[src/rtl/dsp_div_pkg.sv]
// Shared types and helpers for the iterative unsigned divider.
package dsp_div_pkg;

  typedef enum logic [1:0] {
    IDLE,
    CALC,
    DONE
  } state_t;

  // Width of an iteration counter that must reach n_width-1.
  function automatic int cnt_width(input int n_width);
    return $clog2(n_width);
  endfunction

endpackage

[src/rtl/dsp_div_step.sv]
// One combinational restoring step: shift in a dividend bit, trial-subtract the divisor.
module dsp_div_step #(
  parameter int D_WIDTH = 32
) (
  input  logic [D_WIDTH:0]   pr,
  input  logic               bit_in,
  input  logic [D_WIDTH-1:0] d,
  output logic [D_WIDTH:0]   pr_next,
  output logic               q_bit
);

  logic [D_WIDTH:0] shifted;

  // NOTE: every always_comb output gets a default first, so no path can infer a latch.
  always_comb begin
    shifted = {pr[D_WIDTH-1:0], bit_in};
    pr_next = shifted;
    // A set top bit in pr means the shifted value already exceeds any divisor.
    q_bit   = pr[D_WIDTH] | (shifted >= {1'b0, d});
    if (q_bit) begin
      pr_next = shifted - {1'b0, d};
    end
  end

endmodule

[src/rtl/dsp_div_unsigned_iterative.sv]
// Restoring shift-subtract unsigned divider, one quotient bit per clock, start/ready/valid handshake.
module dsp_div_unsigned_iterative
  import dsp_div_pkg::*;
#(
  parameter int N_WIDTH = 32,
  parameter int D_WIDTH = 32
) (
  input  logic               clk,
  input  logic               reset,
  input  logic               start,
  input  logic [N_WIDTH-1:0] N,
  input  logic [D_WIDTH-1:0] D,
  output logic               ready,
  output logic [N_WIDTH-1:0] Q,
  output logic [D_WIDTH-1:0] R,
  output logic               valid,
  output logic               div_by_zero
);

  localparam int                CNT_W    = cnt_width(N_WIDTH);
  localparam logic [CNT_W-1:0]  CNT_LAST = CNT_W'(N_WIDTH - 1);

  state_t             state, state_next;
  logic [CNT_W-1:0]   cnt;
  logic [N_WIDTH-1:0] dividend;
  logic [D_WIDTH-1:0] divisor;
  logic [D_WIDTH:0]   pr;
  logic [D_WIDTH:0]   pr_next;
  logic               q_bit;
  logic               zero_div;

  dsp_div_step #(.D_WIDTH(D_WIDTH)) u_step (
    .pr      (pr),
    .bit_in  (dividend[N_WIDTH-1]),
    .d       (divisor),
    .pr_next (pr_next),
    .q_bit   (q_bit)
  );

  // NOTE: sequential state uses non-blocking assignments so every flop samples pre-edge values.
  always_ff @(posedge clk or posedge reset) begin
    if (reset) state <= IDLE;
    else       state <= state_next;
  end

  always_comb begin
    state_next = state;
    unique case (state)
      IDLE: if (start)           state_next = CALC;
      CALC: if (cnt == CNT_LAST) state_next = DONE;
      DONE:                      state_next = IDLE;
      default:                   state_next = IDLE;
    endcase
  end

  // Divide-by-zero makes a single pass through CALC so its result lands one cycle after acceptance.
  always_ff @(posedge clk or posedge reset) begin
    if (reset) begin
      ready       <= 1'b1;
      valid       <= 1'b0;
      Q           <= '0;
      R           <= '0;
      div_by_zero <= 1'b0;
      cnt         <= '0;
      dividend    <= '0;
      divisor     <= '0;
      pr          <= '0;
      zero_div    <= 1'b0;
    end else begin
      ready <= (state_next == IDLE);
      valid <= (state_next == DONE);
      unique case (state)
        IDLE: begin
          if (start) begin
            dividend <= N;
            divisor  <= D;
            pr       <= '0;
            zero_div <= (D == '0);
            cnt      <= (D == '0) ? CNT_LAST : '0;
          end
        end
        CALC: begin
          dividend <= {dividend[N_WIDTH-2:0], q_bit};
          pr       <= pr_next;
          cnt      <= cnt + 1'b1;
          if (cnt == CNT_LAST) begin
            if (zero_div) begin
              Q           <= '1;
              R           <= dividend[D_WIDTH-1:0];
              div_by_zero <= 1'b1;
            end else begin
              Q           <= {dividend[N_WIDTH-2:0], q_bit};
              R           <= pr_next[D_WIDTH-1:0];
              div_by_zero <= 1'b0;
            end
          end
        end
        default: ;
      endcase
    end
  end

endmodule

[config.mk]
export PLATFORM = sky130hd
export DESIGN_NAME = dsp_div_unsigned_iterative
export DESIGN_NICKNAME = d
export VERILOG_FILES = /design/src/rtl/dsp_div_pkg.sv /design/src/rtl/dsp_div_step.sv /design/src/rtl/dsp_div_unsigned_iterative.sv
export SDC_FILE = /design/constraint.sdc
export NUM_CORES = 1
export LEC_CHECK = 0
export BUFFER_PORTS_ARGS = -buffer_cell sky130_fd_sc_hd__buf_4
export CAP_MARGIN = 15
export CORE_MARGIN = 2
export CORE_UTILIZATION = 40
export DETAILED_ROUTE_END_ITERATION = 16
export MAX_ROUTING_LAYER = met4
export PLACE_DENSITY = 0.58
export REMOVE_ABC_BUFFERS = 1
export SLEW_MARGIN = 20
export SYNTH_ARGS = -nofsm -noshare
export SYNTH_HDL_FRONTEND = slang
export SYNTH_HIERARCHICAL = 1
export SYNTH_SLANG_ARGS = --single-unit
[constraint.sdc]
create_clock -name clk -period 5.26 [get_ports clk]
set_input_delay 1.052 -clock clk [delete_from_list [all_inputs] [get_ports clk]]
set_output_delay 1.052 -clock clk [all_outputs]
set_load 0.01 [all_outputs]
==> results.sh, run 1 <==
export IMPL_run_status="finished, final reports clean"
export IMPL_finalHoldViolCount=0
export IMPL_vdd_drop_max_uv=404
export IMPL_stdcell_count=1388
export IMPL_first_pass_iters=7
export IMPL_power_leakage_nw=5.25
export IMPL_crit_chain="ha_1 > a21o_1 > nor2b_4 > a2111oi_4 > a41oi_2 > nor4_2 > o31ai_2 > a21oi_4 > buf_4 > o21ai_0 > mux2i_1 > o21ai_0"
export IMPL_clk_latency_ns=0.43
export IMPL_crit_type="register to register"
export IMPL_place_ws_ns=1.51
export IMPL_crit_family="compound AO/OA/AOI/OAI gates"
export IMPL_r2r_cells=12
export IMPL_die_w_um=157
export IMPL_grt_pass1_vias=7039
export IMPL_cp_slowest_stage_delay_ns=0.56
export IMPL_cts_resized=0
export IMPL_crit_slowest_cell="a21oi_4"
export IMPL_die_height_um=157
export IMPL_ant_nets=0
export IMPL_synth_ff_type="dfrtp_1"
export IMPL_avgViaCountPerCell=5.18
export IMPL_rows=56
export IMPL_area_delta_synth_final_pct=18.8
export IMPL_maxCapViolCount=0
export IMPL_powerDensity_nw_per_um2=837
export IMPL_cp_max_fo=25
export IMPL_ios=134
export IMPL_io_buffers=133
export IMPL_cts_sinks=172
export IMPL_htreeDepth=4
export IMPL_track_usage_pct=20.7
export IMPL_postCtsSetupRepairBufs=0
export IMPL_setup_slack_ns=1.44
export IMPL_ctsHoldBuffers=0
export IMPL_critPathRequiredTime_ns=5.53
export IMPL_insertedDiodeCount=0
export IMPL_post_route_min_period_ns=3.82
export IMPL_core_um2=23300
export IMPL_tritoncts="done"
export IMPL_ys_seq_elements=172
export IMPL_cp_num_cells=12
export IMPL_crit_top_cell="o21ai_0"
export IMPL_synthesis_instances=950
export IMPL_antenna_found_initial=0
export IMPL_die_area_um2=24700
export IMPL_drtIter0Drc=465
export IMPL_critPathLaunchType="register"
export IMPL_total_power_mw=9.32
export IMPL_drt_total_wl_um=24000
export IMPL_fmax_ghz=0.262
export IMPL_path_buf_inv=1
export IMPL_vias=7190
export IMPL_grt_max_degree=97
export IMPL_grt_ovfl_total=0
export IMPL_yosysUniqueCellTypes=64
export IMPL_arrival_ns=4.09
export IMPL_syn_avg_cell_area_um2=9.87
export IMPL_rsz0062_at_grt="false"
export IMPL_relSlewSlack_pct=37.8
export IMPL_tightest_slew_ns=0.932
export IMPL_holdPathStages=2
export IMPL_synth_edf_count=0
export IMPL_fillCellCount=2217
export IMPL_start_util_pct=40.3
export IMPL_cp_end_kind="register"
export IMPL_skew_ns=0.00731
export IMPL_cts_root_buf="clkbuf_16"
export IMPL_drive_above_1_share_pct=21.1
export IMPL_place_gp_congestion=0.884
export IMPL_dpl_cell_count=1356
export IMPL_cts_buffers=17
export IMPL_wire_per_inst_um=17.3
export IMPL_yosysWarningCount=6
export IMPL_final_cell_mix="nand2_1, dfrtp_1, buf_4"
export IMPL_drcViolationCount=0
export IMPL_mappedNetlistArea_um2=9380
export IMPL_hold_class="register to register"
export IMPL_final_common_cell="nand2_1"
export IMPL_nNetsFinal=1158
export IMPL_yosysSeqAreaShare_pct=45.9
export IMPL_hpwl_um=16300
export IMPL_timing_final_max_slew_violations=0
export IMPL_setup_viol=0
export IMPL_fin_crit_sh_pct=72.5
export IMPL_grt_pass1_wl_um=38500
export IMPL_clkTransAtPathRegs_ns=0.07
export IMPL_async_flop_share_pct=100
export IMPL_cts_path_max_buffers=2
==> per-stage QoR <==
step                setup TNS, ns  cell area, µm²  util, %  hold WS [ns]
global placement                0           10500     45.3         0.451
finish                          0           11100     47.9         0.464
detailed placement              0           10500     45.3         0.457
floorplan                  -77.03            9040        -         0.458
global route                    0           11100     47.9         0.491
CTS                             0           11100     47.9         0.472
==> synth_stat cells (7+ instances only) <==
| master | number | area, µm² |
|---|---|---|
| nor2_1 | 23 | 86.3 |
| mux2_1 | 9 | 101 |
| dfrtp_1 | 171 | 4280 |
| mux2_2 | 16 | 180 |
| ha_1 | 34 | 425 |
| a21oi_1 | 28 | 140 |
| buf_2 | 24 | 120 |
| nand2_1 | 179 | 672 |
| xnor2_1 | 17 | 149 |
| o21ai_0 | 132 | 661 |
| nand3_1 | 10 | 50.1 |
| inv_1 | 46 | 173 |
| a21o_1 | 14 | 105 |
| clkbuf_1 | 17 | 63.8 |
| nand4_1 | 7 | 43.8 |
| xor2_1 | 12 | 105 |
| mux2i_1 | 65 | 651 |
| mux2_4 | 13 | 195 |
| nor3_1 | 7 | 35.0 |
| a22o_1 | 33 | 289 |
| nor4_1 | 11 | 68.8 |
==> worst register-to-register path, delay by kind of cell (launching register included) <==
kind | cells | cell delay, ns
compound gates | 7 | 1.83
buf+inv | 1 | 0.34
mux | 1 | 0.20
fa+ha+maj | 1 | 0.42
simple gates | 2 | 0.47
flops | 1 | 0.40
==> flip-flops by register name (all words and copies together) (netlist names) <==
name	flops
state	2
R	32
valid	1
ready	1
divisor	32
div_by_zero	1
Q	32
pr	33
zero_div	1
cnt	5
dividend	32
==> final timing paths <==
check / startpoint / end / slack (ns)
worst max-delay path: pr[11]$_DFFE_PP0P_ / R[15]$_DFFE_PP0P_ / 1.44
min in group asynchronous: reset / Q[23]$_DFFE_PP0P_ / 0.81
worst max register to register: pr[11]$_DFFE_PP0P_ / R[15]$_DFFE_PP0P_ / 1.44
worst min register to register: Q[4]$_DFFE_PP0P_ / Q[4]$_DFFE_PP0P_ / 0.46
max in group asynchronous: reset / dividend[15]$_DFFE_PP0P_ / 3.49
worst min-delay path: Q[4]$_DFFE_PP0P_ / Q[4]$_DFFE_PP0P_ / 0.46
==> power breakdown <==
part	internal, mW	switching [mW]	total [mW]
Combinational	2.54	2.98	5.52
Clock	0.750	0.550	1.30
Sequential	2.01	0.492	2.50
Total	5.30	4.02	9.32
==> logic make-up (layout without fill, tap and decap cells) <==
logic type,count (synthesis),count (layout),synth area share [%]
multiplexers,103,103,12.0
flip-flops,172,172,45.9
XOR/XNOR,29,29,2.71
buffers and inverters,101,220,5.43
AND/OR/NAND/NOR,260,260,12.2
adder cells (fa/ha/maj),35,35,4.75
AO/OA/AOI/OAI,250,250,17.0
==> layer usage <==
| layer | up-vias | track usage [%] | part of all wire (%) |
|---|---|---|---|
| met5 | - | - | 0 |
| met2 | 183 | 29.1 | 42 |
| li1 | 3541 | - | - |
| met1 | 3441 | 30.8 | 51 |
| met3 | 25 | 3.03 | 4.8 |
| met4 | 0 | 6.15 | 1.6 |
==> cell type report <==
class                           instances  area (µm²)  share of cell area [%]
Timing Repair Buffer                  141        1080                    9.72
Tap cell                              319         399                    3.58
Clock buffer                           22         484                    4.35
Sequential cell                       172        4310                    38.7
Inverter                               47         181                    1.63
Clock inverter                         10         114                    1.02
Multi-Input combinational cell        677        4570                    41.0
(Power assumes the default switching activity.)
==> run 2: changes to the inputs <==
--- a/config.mk
+++ b/config.mk
@@ -5,6 +5,7 @@
 export SDC_FILE = /design/constraint.sdc
 export NUM_CORES = 1
 export LEC_CHECK = 0
+export ABC_AREA = 1
 export BUFFER_PORTS_ARGS = -buffer_cell sky130_fd_sc_hd__buf_4
 export CAP_MARGIN = 15
 export CORE_MARGIN = 2
==> constraint.sdc (replaced) <==
create_clock -name clk -period 3.3 [get_ports clk]
set_input_delay 0.66 -clock clk [delete_from_list [all_inputs] [get_ports clk]]
set_output_delay 0.66 -clock clk [all_outputs]
set_load 0.01 [all_outputs]
==> run 2 against run 1 <==
  * Cell count is 38% higher
  * Critical path type unchanged
  * Power rose by 74%
  * First-iteration DRC count rose by 29%
  * Synthesized cell count increased by 53%
  * Sequential power is 53% higher
  * Combinational power rose by 85%
  * Routed wire length rose by 34%
  * Sequential share of layout area is 3.8 points lower
  * Non-clock buffer count is 10 higher
  * Clock skew increased by 0.014 ns
  * Via count up 33%
==> results.sh, run 2 <==
export IMPL_cts_root_buf="clkbuf_16"
export IMPL_reg2reg_slack_ns=0.39
export IMPL_setup_viol=0
export IMPL_ios=134
export IMPL_synth_ff_type="dfrtp_1"
export IMPL_critPathRequiredTime_ns=3.66
export IMPL_fillCellCount=2659
export IMPL_total_power_mw=16.2
export IMPL_place_ws_ns=0.0396
export IMPL_final_core_util_pct=47.6
export IMPL_grt_pass1_vias=9585
export IMPL_ys_seq_elements=172
export IMPL_fin_crit_sh_pct=88.2
export IMPL_hold_ws_ns=0.298
export IMPL_multi_input_area_um2=5010
export IMPL_cp_slowest_stage_delay_ns=0.43
export IMPL_vdd_drop_max_uv=436
export IMPL_synth_edf_count=0
export IMPL_syn_avg_cell_area_um2=7.20
export IMPL_wire_per_inst_um=16.8
export IMPL_synthesis_instances=1455
export IMPL_place_gp_congestion=0.958
export IMPL_yosysSeqAreaShare_pct=41.1
export IMPL_largest_reg_flops=33
export IMPL_grt_util_met1_pct=31.4
export IMPL_cts_buffers=17
export IMPL_regArea_um2=4310
export IMPL_crit_type="register to register"
export IMPL_use_met2_pct=40.2
export IMPL_post_route_min_period_ns=2.91
export IMPL_grt_pass1_wl_um=51600
export IMPL_tritoncts="done"
export IMPL_path_buf_inv=0
export IMPL_cp_end_kind="register"
export IMPL_powerDensity_nw_per_um2=1310
export IMPL_met3_usage_pct=2.98
export IMPL_clk_latency_ns=0.44
export IMPL_top_register="pr"
export IMPL_first_pass_iters=5
export IMPL_antenna_found_initial=0
export IMPL_yosysMostFrequentCell="nand2_1"
export IMPL_fin_setup_tns_ns=0
export IMPL_synth_cells_most_frequent="nand2_1, inv_1, dfrtp_1"
export IMPL_area_delta_synth_final_pct=17.9
export IMPL_insertedDiodeCount=0
export IMPL_drt_total_wl_um=32200
export IMPL_drcViolationCount=0
export IMPL_skew_ns=0.0208
export IMPL_htreeDepth=4
export IMPL_rsz0062_at_grt="false"
export IMPL_clkTransAtPathRegs_ns=0.08
export IMPL_yosysUniqueCellTypes=44
export IMPL_critPathLaunchType="register"
export IMPL_die_area_um2=27500
export IMPL_die_height_um=166
export IMPL_final_cell_mix="nand2_1, inv_1, dfrtp_1"
export IMPL_final_common_cell="nand2_1"
export IMPL_cts_path_max_buffers=2
export IMPL_nNetsFinal=1673
export IMPL_crit_chain="ha_1 > nand2_1 > nor3_2 > nand2_1 > nor2_1 > nand3_1 > nand2_1 > nor2_4 > nand2_8 > nand2_1 > nand2_1 > nand2_1 > a31oi_1"
export IMPL_vias=9533
export IMPL_crit_family="simple AND/OR/NAND/NOR gates"
export IMPL_cp_max_fo=35
export IMPL_avgViaCountPerCell=4.97
export IMPL_hpwl_um=23100
export IMPL_track_usage_pct=24.3
export IMPL_drive_above_1_share_pct=14.1
export IMPL_timing_final_max_slew_violations=0
export IMPL_crit_slowest_cell="dfrtp_1"
export IMPL_fmax_ghz=0.344
export IMPL_cts_sinks=172
export IMPL_async_flop_share_pct=100
export IMPL_hold_class="primary input to async pin"
export IMPL_rows=59
export IMPL_grt_ovfl_total=0
export IMPL_yosysWarningCount=6
export IMPL_finalHoldViolCount=0
export IMPL_grt_max_degree=98
export IMPL_drtIter0Drc=600
export IMPL_mappedNetlistArea_um2=10500
export IMPL_tightest_slew_ns=0.872
export IMPL_power_leakage_nw=6.52
export IMPL_maxCapViolCount=0
export IMPL_ctsHoldBuffers=0
export IMPL_ant_nets=0
export IMPL_die_w_um=166
export IMPL_setup_slack_ns=0.391
export IMPL_crit_start="pr[27]$_DFFE_PP0P_"
export IMPL_gr_max_usage_layer="met2"
export IMPL_yosysTopAreaCellShare_pct=40.9
export IMPL_synthTopCellsByArea="dfrtp_1, nand2_1, inv_1, nor2_1, ha_1"
export IMPL_start_util_pct=40.4
export IMPL_relSlewSlack_pct=41.7
export IMPL_arrival_ns=3.27
export IMPL_run_status="finished, final reports clean"
export IMPL_core_um2=25900
export IMPL_io_buffers=133
export IMPL_r2r_start="pr[27]$_DFFE_PP0P_"
export IMPL_crit_top_cell="nand2_1"
export IMPL_yosysTopAreaCell="dfrtp_1"
## run 2: changes by cell type after synthesis, moves of 26 or more
cell,delta
nand3_1,+52
a21oi_1,+33
inv_1,+157
nor2_1,+112
o21ai_0,-96
a31oi_1,+26
nand2_1,+348
mux2i_1,-65
## run 2: layout make-up
class / count / area share (%)
Multi-Input combinational cell: 1018 / 40.6
Sequential cell: 172 / 34.9
Clock buffer: 17 / 3.45
Tap cell: 335 / 3.40
Clock inverter: 15 / 1.74
Timing Repair Buffer: 151 / 9.39
Inverter: 211 / 6.52
## run 2: final timing paths
| check | endpoint | cells past startpoint |
|---|---|---|
| max | R[26]$_DFFE_PP0P_ | 13 |
| min | Q[10]$_DFFE_PP0P_ | 2 |
| max reg2reg | R[26]$_DFFE_PP0P_ | 13 |
| min reg2reg | divisor[25]$_DFFE_PP0P_ | 2 |
| max in group asynchronous | cnt[0]$_DFFE_PP0P_ | 3 |
| min in group clk | divisor[20]$_DFFE_PP0P_ | 3 |
## run 2: what timing repair did
item                                    4_1_cts  5_1_grt
resized for setup                             0        2
hold endpoints to repair                      0        0
buffers inserted                              0        3
endpoints found under the setup margin        0       65
## run 2: cells by family (layout without fill, tap and decap cells)
logic type / Yosys count / count (layout) / synth area share (%)
fa+ha+maj: 35 / 35 / 4.25
compound gates: 198 / 198 / 12.3
simple gates: 769 / 770 / 29.9
xor+xnor: 15 / 15 / 1.25
flops: 172 / 172 / 41.1
buf+inv: 266 / 394 / 11.2
## run 2: routing by layer
metal  vias to the layer above  share of wire, %
li1                       4813                 -
met2                       232                48
met5                         -                 0
met3                        39               3.7
met4                         0               2.5
met1                      4449                46
## run 2: power breakdown
part / total (mW) / internal, mW / leakage [nW] / switching, mW
clock: 2.19 / 1.12 / 0.310 / 1.07
sequential: 3.82 / 3.10 / 1.93 / 0.727
combinational: 10.2 / 3.81 / 4.28 / 6.37
total: 16.2 / 8.03 / 6.52 / 8.17
## run 2: per-stage QoR
step	area, µm²	std cells
after floorplan	10100	1400
after global placement	11700	1883
after detailed placement	11700	1883
after CTS	12300	1915
after global routing	12300	1919
final	12300	1919
